==> config.mk <==
export PLATFORM = sky130hd
export DESIGN_NAME = proc_control_unit_flat
export DESIGN_NICKNAME = d
export VERILOG_FILES = /design/src/rtl/proc_control_unit_if.sv /design/src/rtl/proc_control_unit.sv /design/src/flat_wrapper.sv
export SDC_FILE = /design/constraint.sdc
export NUM_CORES = 1
export LEC_CHECK = 0
export BUFFER_PORTS_ARGS = -buffer_cell sky130_fd_sc_hd__buf_4
export CORE_ASPECT_RATIO = 0.7
export CORE_MARGIN = 2
export CORE_UTILIZATION = 25
export CTS_BUF_LIST = sky130_fd_sc_hd__clkbuf_8
export DETAILED_ROUTE_END_ITERATION = 16
export PLACE_DENSITY = 0.58
export SLEW_MARGIN = 20
export SYNTH_ARGS = -nofsm -noshare
export SYNTH_HDL_FRONTEND = slang
export SYNTH_SLANG_ARGS = --single-unit
export TNS_END_PERCENT = 20
==> constraint.sdc <==
create_clock -name clk -period 4.9 [get_ports clk]
set_input_delay 0.245 -clock clk [delete_from_list [all_inputs] [get_ports clk]]
set_output_delay 0.245 -clock clk [all_outputs]
set_load 0.02 [all_outputs]
==> src/rtl/proc_control_unit_if.sv <==
// proc_control_unit_if
//   Bundles the controller's pin-side inputs (run, din) and its datapath
//   control outputs into one port.
//   master : the controller (drives ir, enables, bus_sel, alu_op, busy, done)
//   slave  : the datapath / pin side (drives run, din)
interface proc_control_unit_if;
    logic       run;      // start request, sampled in IDLE
    logic [8:0] din;      // instruction at fetch, immediate source otherwise
    logic [8:0] ir;       // instruction register
    logic [7:0] r_in;     // one-hot GPR write enable
    logic       r_in_a;   // A register write enable
    logic       r_in_g;   // G register write enable
    logic       r_in_h;   // H register write enable
    logic [3:0] bus_sel;  // 0-7 Rn, 8 G, 9 sign-extended din
    logic [2:0] alu_op;   // opcode forwarded to the ALU
    logic       busy;     // high in T1-T3
    logic       done;     // high in the final micro-step

    modport master (
        input  run, din,
        output ir, r_in, r_in_a, r_in_g, r_in_h, bus_sel, alu_op, busy, done
    );

    modport slave (
        output run, din,
        input  ir, r_in, r_in_a, r_in_g, r_in_h, bus_sel, alu_op, busy, done
    );
endinterface

==> src/rtl/proc_control_unit.sv <==
// proc_control_unit
//   Sequencing controller for the 16-bit processor datapath. Fetches a 9-bit
//   instruction from din into ir when run is seen in IDLE, then steps through
//   micro-steps T1-T3 and decodes register write enables, bus-mux select and
//   ALU opcode from (state, ir).
//
// Ports
//   clk  : rising-edge clock
//   rst  : asynchronous active-low reset
//   bus  : proc_control_unit_if.master (run, din in; ir, r_in, r_in_a,
//          r_in_g, r_in_h, bus_sel, alu_op, busy, done out)
//
// Build option
//   PROC_CTRL_OVERLAP_FETCH_EN : when defined, a done cycle with run=1 fetches
//   the next instruction directly into T1, except after MOV_IMMEDIATE whose
//   done cycle has din carrying the immediate.
module proc_control_unit (
    input  logic                       clk,
    input  logic                       rst,
    proc_control_unit_if.master        bus
);

    localparam logic [3:0] S_IDLE = 4'b0001;
    localparam logic [3:0] S_T1   = 4'b0010;
    localparam logic [3:0] S_T2   = 4'b0100;
    localparam logic [3:0] S_T3   = 4'b1000;

    localparam logic [2:0] OP_DISP = 3'b000;
    localparam logic [2:0] OP_ADD  = 3'b001;
    localparam logic [2:0] OP_ADDI = 3'b010;
    localparam logic [2:0] OP_MOVI = 3'b111;

    localparam logic [3:0] SEL_G   = 4'd8;
    localparam logic [3:0] SEL_IMM = 4'd9;

    logic [3:0] state;
    logic [3:0] state_nxt;
    logic [8:0] ir_q;
    logic       load_ir;

    logic [2:0] opcode;
    logic [2:0] rx;
    logic [2:0] ry;
    logic [7:0] rx_onehot;
    logic [2:0] alu_fwd;
    logic       single_step;

    logic [7:0] r_in_c;
    logic       r_in_a_c;
    logic       r_in_g_c;
    logic       r_in_h_c;
    logic [3:0] bus_sel_c;
    logic [2:0] alu_op_c;
    logic       busy_c;
    logic       done_c;

    assign opcode      = ir_q[8:6];
    assign rx          = ir_q[5:3];
    assign ry          = ir_q[2:0];
    assign rx_onehot   = 8'b0000_0001 << rx;
    assign alu_fwd     = (opcode == OP_ADDI) ? OP_ADD : opcode;
    assign single_step = (opcode == OP_DISP) || (opcode == OP_MOVI);

    // Next-state and fetch decision.
    always_comb begin
        state_nxt = state;
        load_ir   = 1'b0;
        case (state)
            S_IDLE: begin
                if (bus.run) begin
                    state_nxt = S_T1;
                    load_ir   = 1'b1;
                end
            end
            S_T1:    state_nxt = single_step ? S_IDLE : S_T2;
            S_T2:    state_nxt = S_T3;
            S_T3:    state_nxt = S_IDLE;
            default: state_nxt = S_IDLE;
        endcase
`ifdef PROC_CTRL_OVERLAP_FETCH_EN
        // din carries the immediate during MOV_IMMEDIATE's done cycle, so it
        // cannot double as the next instruction there.
        if (done_c && bus.run && (opcode != OP_MOVI)) begin
            state_nxt = S_T1;
            load_ir   = 1'b1;
        end
`endif
    end

    // Control decode: depends on state and ir only.
    always_comb begin
        r_in_c    = '0;
        r_in_a_c  = 1'b0;
        r_in_g_c  = 1'b0;
        r_in_h_c  = 1'b0;
        bus_sel_c = '0;
        alu_op_c  = '0;
        busy_c    = 1'b0;
        done_c    = 1'b0;
        case (state)
            S_T1: begin
                busy_c   = 1'b1;
                alu_op_c = alu_fwd;
                if (opcode == OP_DISP) begin
                    bus_sel_c = {1'b0, rx};
                    r_in_h_c  = 1'b1;
                    done_c    = 1'b1;
                end else if (opcode == OP_MOVI) begin
                    bus_sel_c = SEL_IMM;
                    r_in_c    = rx_onehot;
                    done_c    = 1'b1;
                end else begin
                    bus_sel_c = {1'b0, rx};
                    r_in_a_c  = 1'b1;
                end
            end
            S_T2: begin
                busy_c    = 1'b1;
                alu_op_c  = alu_fwd;
                r_in_g_c  = 1'b1;
                bus_sel_c = (opcode == OP_ADDI) ? SEL_IMM : {1'b0, ry};
            end
            S_T3: begin
                busy_c    = 1'b1;
                alu_op_c  = alu_fwd;
                bus_sel_c = SEL_G;
                r_in_c    = rx_onehot;
                done_c    = 1'b1;
            end
            default: ;
        endcase
    end

    always_ff @(posedge clk or negedge rst) begin
        if (!rst) begin
            state <= S_IDLE;
            ir_q  <= '0;
        end else begin
            state <= state_nxt;
            if (load_ir) begin
                ir_q <= bus.din;
            end
        end
    end

    assign bus.ir      = ir_q;
    assign bus.r_in    = r_in_c;
    assign bus.r_in_a  = r_in_a_c;
    assign bus.r_in_g  = r_in_g_c;
    assign bus.r_in_h  = r_in_h_c;
    assign bus.bus_sel = bus_sel_c;
    assign bus.alu_op  = alu_op_c;
    assign bus.busy    = busy_c;
    assign bus.done    = done_c;

endmodule

==> src/flat_wrapper.sv <==
// flat-port wrapper written by rule: the top's interface ports become plain ports
module proc_control_unit_flat 
  (clk, rst, bus_run, bus_din, bus_ir, bus_r_in, bus_r_in_a, bus_r_in_g, bus_r_in_h, bus_bus_sel, bus_alu_op, bus_busy, bus_done);
  proc_control_unit_if bus_i ();
  input  logic clk;
  input  logic rst;
  input wire logic [$bits(bus_i.run)-1:0] bus_run;
  input wire logic [$bits(bus_i.din)-1:0] bus_din;
  output wire logic [$bits(bus_i.ir)-1:0] bus_ir;
  output wire logic [$bits(bus_i.r_in)-1:0] bus_r_in;
  output wire logic [$bits(bus_i.r_in_a)-1:0] bus_r_in_a;
  output wire logic [$bits(bus_i.r_in_g)-1:0] bus_r_in_g;
  output wire logic [$bits(bus_i.r_in_h)-1:0] bus_r_in_h;
  output wire logic [$bits(bus_i.bus_sel)-1:0] bus_bus_sel;
  output wire logic [$bits(bus_i.alu_op)-1:0] bus_alu_op;
  output wire logic [$bits(bus_i.busy)-1:0] bus_busy;
  output wire logic [$bits(bus_i.done)-1:0] bus_done;
  assign bus_i.run = bus_run;
  assign bus_i.din = bus_din;
  assign bus_ir = bus_i.ir;
  assign bus_r_in = bus_i.r_in;
  assign bus_r_in_a = bus_i.r_in_a;
  assign bus_r_in_g = bus_i.r_in_g;
  assign bus_r_in_h = bus_i.r_in_h;
  assign bus_bus_sel = bus_i.bus_sel;
  assign bus_alu_op = bus_i.alu_op;
  assign bus_busy = bus_i.busy;
  assign bus_done = bus_i.done;
  proc_control_unit u_core (.clk(clk), .rst(rst), .bus(bus_i));
endmodule
==> results.py <==
metrics = {
    "cts": {
        "numCtsBuffers": 3,
        "cts_setup_buffers": 0,
        "ctsResizeCount": 0,
        "max-clock-path-buffers": 2,
        "cts.clk_slew.worst_paths_ns": 0.06,
        "holdBufCountCts": 1,
        "cts-root-buf": "clkbuf_8",
        "clock_latency_ns": 0.25,
        "htreeDepth": 1,
        "cts_sinks": 13,
        "cts_tree": "yes",
    },
    "sta": {
        "tns_ns": 0,
        "maxSlewViolCount": 0,
        "skew_ns": 0.000930,
        "setup_violations": 0,
        "min_period_over_period": 0.487,
        "fmax_ghz": 0.419,
        "relSlewSlack": 0.515,
        "hold_viol": 0,
        "period_needed_ns": 2.39,
        "worst-slew-pin-transition_ns": 0.722,
        "rsz0062_at_grt": "false",
    },
    "logic_synthesis": {
        "syn_nets": 85,
        "synth_seq_cells": 13,
        "ys_seq_area_frac": 0.416,
        "avgSynthCellArea_sq_um": 10.7,
        "synth_warnings": 0,
        "netlist_instances": 73,
        "synth_area_sq_um": 785,
        "ys_types": 29,
    },
    "final_layout": {
        "regArea_sq_um": 327,
        "syn2layout_area_growth_pct": 46.4,
        "fin_cells": 147,
        "fin_nets": 124,
        "drive_above_1_share": 0.532,
        "num-fill-cells": 297,
        "fin_area_sq_um": 1150,
        "multiInputGateArea_sq_um": 417,
        "n_antenna_cell": 0,
    },
    "placed_design": {
        "placed_cells": 142,
        "port_buffers": 40,
        "finalWeightedCongestion": 0.739,
        "hpwl_um": 1520,
        "dpl-instance-area_sq_um": 1090,
    },
    "grt": {
        "grt_pass1_vias": 674,
        "grt_max_degree": 14,
        "grt-ovfl-total": 0,
        "antenna_found_initial": 0,
        "grt_pass1_wl_um": 3260,
        "grt_usage": 0.119,
    },
    "pwr": {
        "comb_power_share": 0.475,
        "p_int_uw": 368,
        "clockPowerShare": 0.150,
        "p_seq_frac": 0.375,
        "leakagePower_nw": 0.548,
        "max-vdd-ir-drop_mv": 0.284,
        "switching_share": 0.434,
        "p_per_area_nw_per_um2": 566,
        "p_sw_uw": 282,
    },
    "route": {
        "drt_iter0_drc": 42,
        "totalWireLength_um": 2040,
        "antenna_left": 0,
        "vias": 736,
        "first_pass_iters": 4,
        "vias_per_cell": 5.01,
        "wl_per_cell_um": 13.9,
        "drc_errors": 0,
    },
    "worst_setup_path": {
        "end_kind": "output port",
        "crit_fanout": 9,
        "path_delay_family": "simple AND/OR/NAND/NOR gates",
        "crit_required_ns": 4.66,
        "arrival_ns": 2.14,
        "cpMaxStageDelayCell": "or4b_1",
        "critPathKind": "flop to output port",
        "cp_cell_sequence": "or4b_1 -> o21a_4 -> nor4b_1 -> buf_4",
        "critPathBufInv": 1,
        "critPathMaxStageDelay_ns": 0.67,
        "setup.worst_path.start_class": "flop",
    },
    "floorplanning": {
        "rows": 16,
        "die_h_um": 50.9,
        "die_w_um": 71.0,
        "start_util": 0.272,
        "dieArea_sq_um": 3610,
        "io_pins": 41,
        "core_sq_um": 2880,
    },
    "job": {
        "max_cap_violations": 0,
    },
    "status": {
        "outcome": "finished, final reports clean",
    },
    "hold_path": {
        "hp-class": "input port to flop",
    },
}
state kept, by name, summed over array words and instances (netlist names):
| signal | count |
|---|---|
| u_core.bus.ir | 9 |
| u_core.state | 4 |
power groups by stage:
stage               Clock, mW  Sequential (mW)  Combinational, mW
floorplan                   0            0.245              0.188
global placement            0            0.242              0.309
detailed placement          0            0.247              0.311
CTS                     0.100            0.245              0.313
global route            0.107            0.259              0.331
finish                 0.0973            0.244              0.309
area by class of cell:
type	instances	share of cell area
flip-flops and latches	13	0.284
repair buffers	41	0.270
clock inverters	1	0.00436
multi-input cells	52	0.363
inverters	1	0.00327
well taps	36	0.0392
clock buffers	3	0.0359
Yosys cell counts:
master     n  area share
dfrtp_1   12        0.38
nor3b_1    2       0.019
or4b_1     1       0.013
nor4_1     1      0.0080
a21oi_1    1      0.0064
nor4b_1    5       0.056
nor4_4     1       0.027
nor2_1     4       0.019
o21a_1     1      0.0096
xor2_1     1       0.011
mux2i_1    1       0.013
and3_1     1      0.0080
nand3_1    1      0.0064
nor2b_1    2       0.016
and4bb_2   2       0.032
nor3_1     4       0.026
buf_1      3       0.014
inv_1      1      0.0048
o21a_4     1       0.019
o21ai_0    4       0.026
buf_2      3       0.019
and2_1     1      0.0080
buf_6      1       0.014
a22o_1     2       0.022
or4b_2     1       0.013
nand2_1    4       0.019
mux2_2     9        0.13
o211a_1    2       0.026
dfstp_2    1       0.033
stage by stage:
step	hold WS (ns)	util	power (mW)	worst slack [ns]
global route	0.221	0.398	0.698	2.41
global placement	0.0982	0.379	0.551	2.83
finish	0.227	0.398	0.650	2.51
floorplan	-0.0506	-	0.433	2.56
CTS	0.226	0.398	0.658	2.50
detailed placement	0.0991	0.379	0.558	2.78
worst paths after layout:
path | from | end | slack, ns | depth (start not counted)
max | u_core.state[3] | bus_r_in[4] | 2.51 | 4
min | bus_din[4] | u_core.bus.ir[4] | 0.23 | 2
max reg2reg | u_core.state[0] | u_core.bus.ir[2] | 3.13 | 3
min reg2reg | u_core.bus.ir[0] | u_core.bus.ir[0] | 0.55 | 1
max in group asynchronous | rst | u_core.state[0] | 4.28 | 2
min in group asynchronous | rst | u_core.state[2] | 0.39 | 2
routing by layer:
| layer | vias up | global-route usage | wire, um |
|---|---|---|---|
| met5 | - | 0 | 0 |
| met4 | 0 | 0.0535 | 43 |
| met3 | 7 | 0.0493 | 123 |
| met2 | 20 | 0.182 | 971 |
| met1 | 361 | 0.146 | 903 |
| li1 | 348 | - | - |
cell usage in the layout, fill, tap and decap left out, types with 2 or more instances in the layout:
master / count
dfrtp_1: 12
o211a_1: 2
nor2_1: 4
nor4b_1: 5
buf_4: 40
and4bb_2: 2
nor2b_1: 2
o21ai_0: 4
clkbuf_8: 3
nor3_1: 4
mux2_2: 9
nor3b_1: 2
nand2_1: 4
a22o_1: 2
cell families after synthesis:
| kind of cell | Yosys count | share of synthesized area |
|---|---|---|
| AO/OA/AOI/OAI | 11 | 0.108 |
| XOR/XNOR | 1 | 0.0112 |
| buffers and inverters | 8 | 0.0526 |
| flip-flops | 13 | 0.416 |
| multiplexers | 10 | 0.142 |
| AND/OR/NAND/NOR | 30 | 0.270 |
No activity file was read; power rests on OpenSTA's default activity.
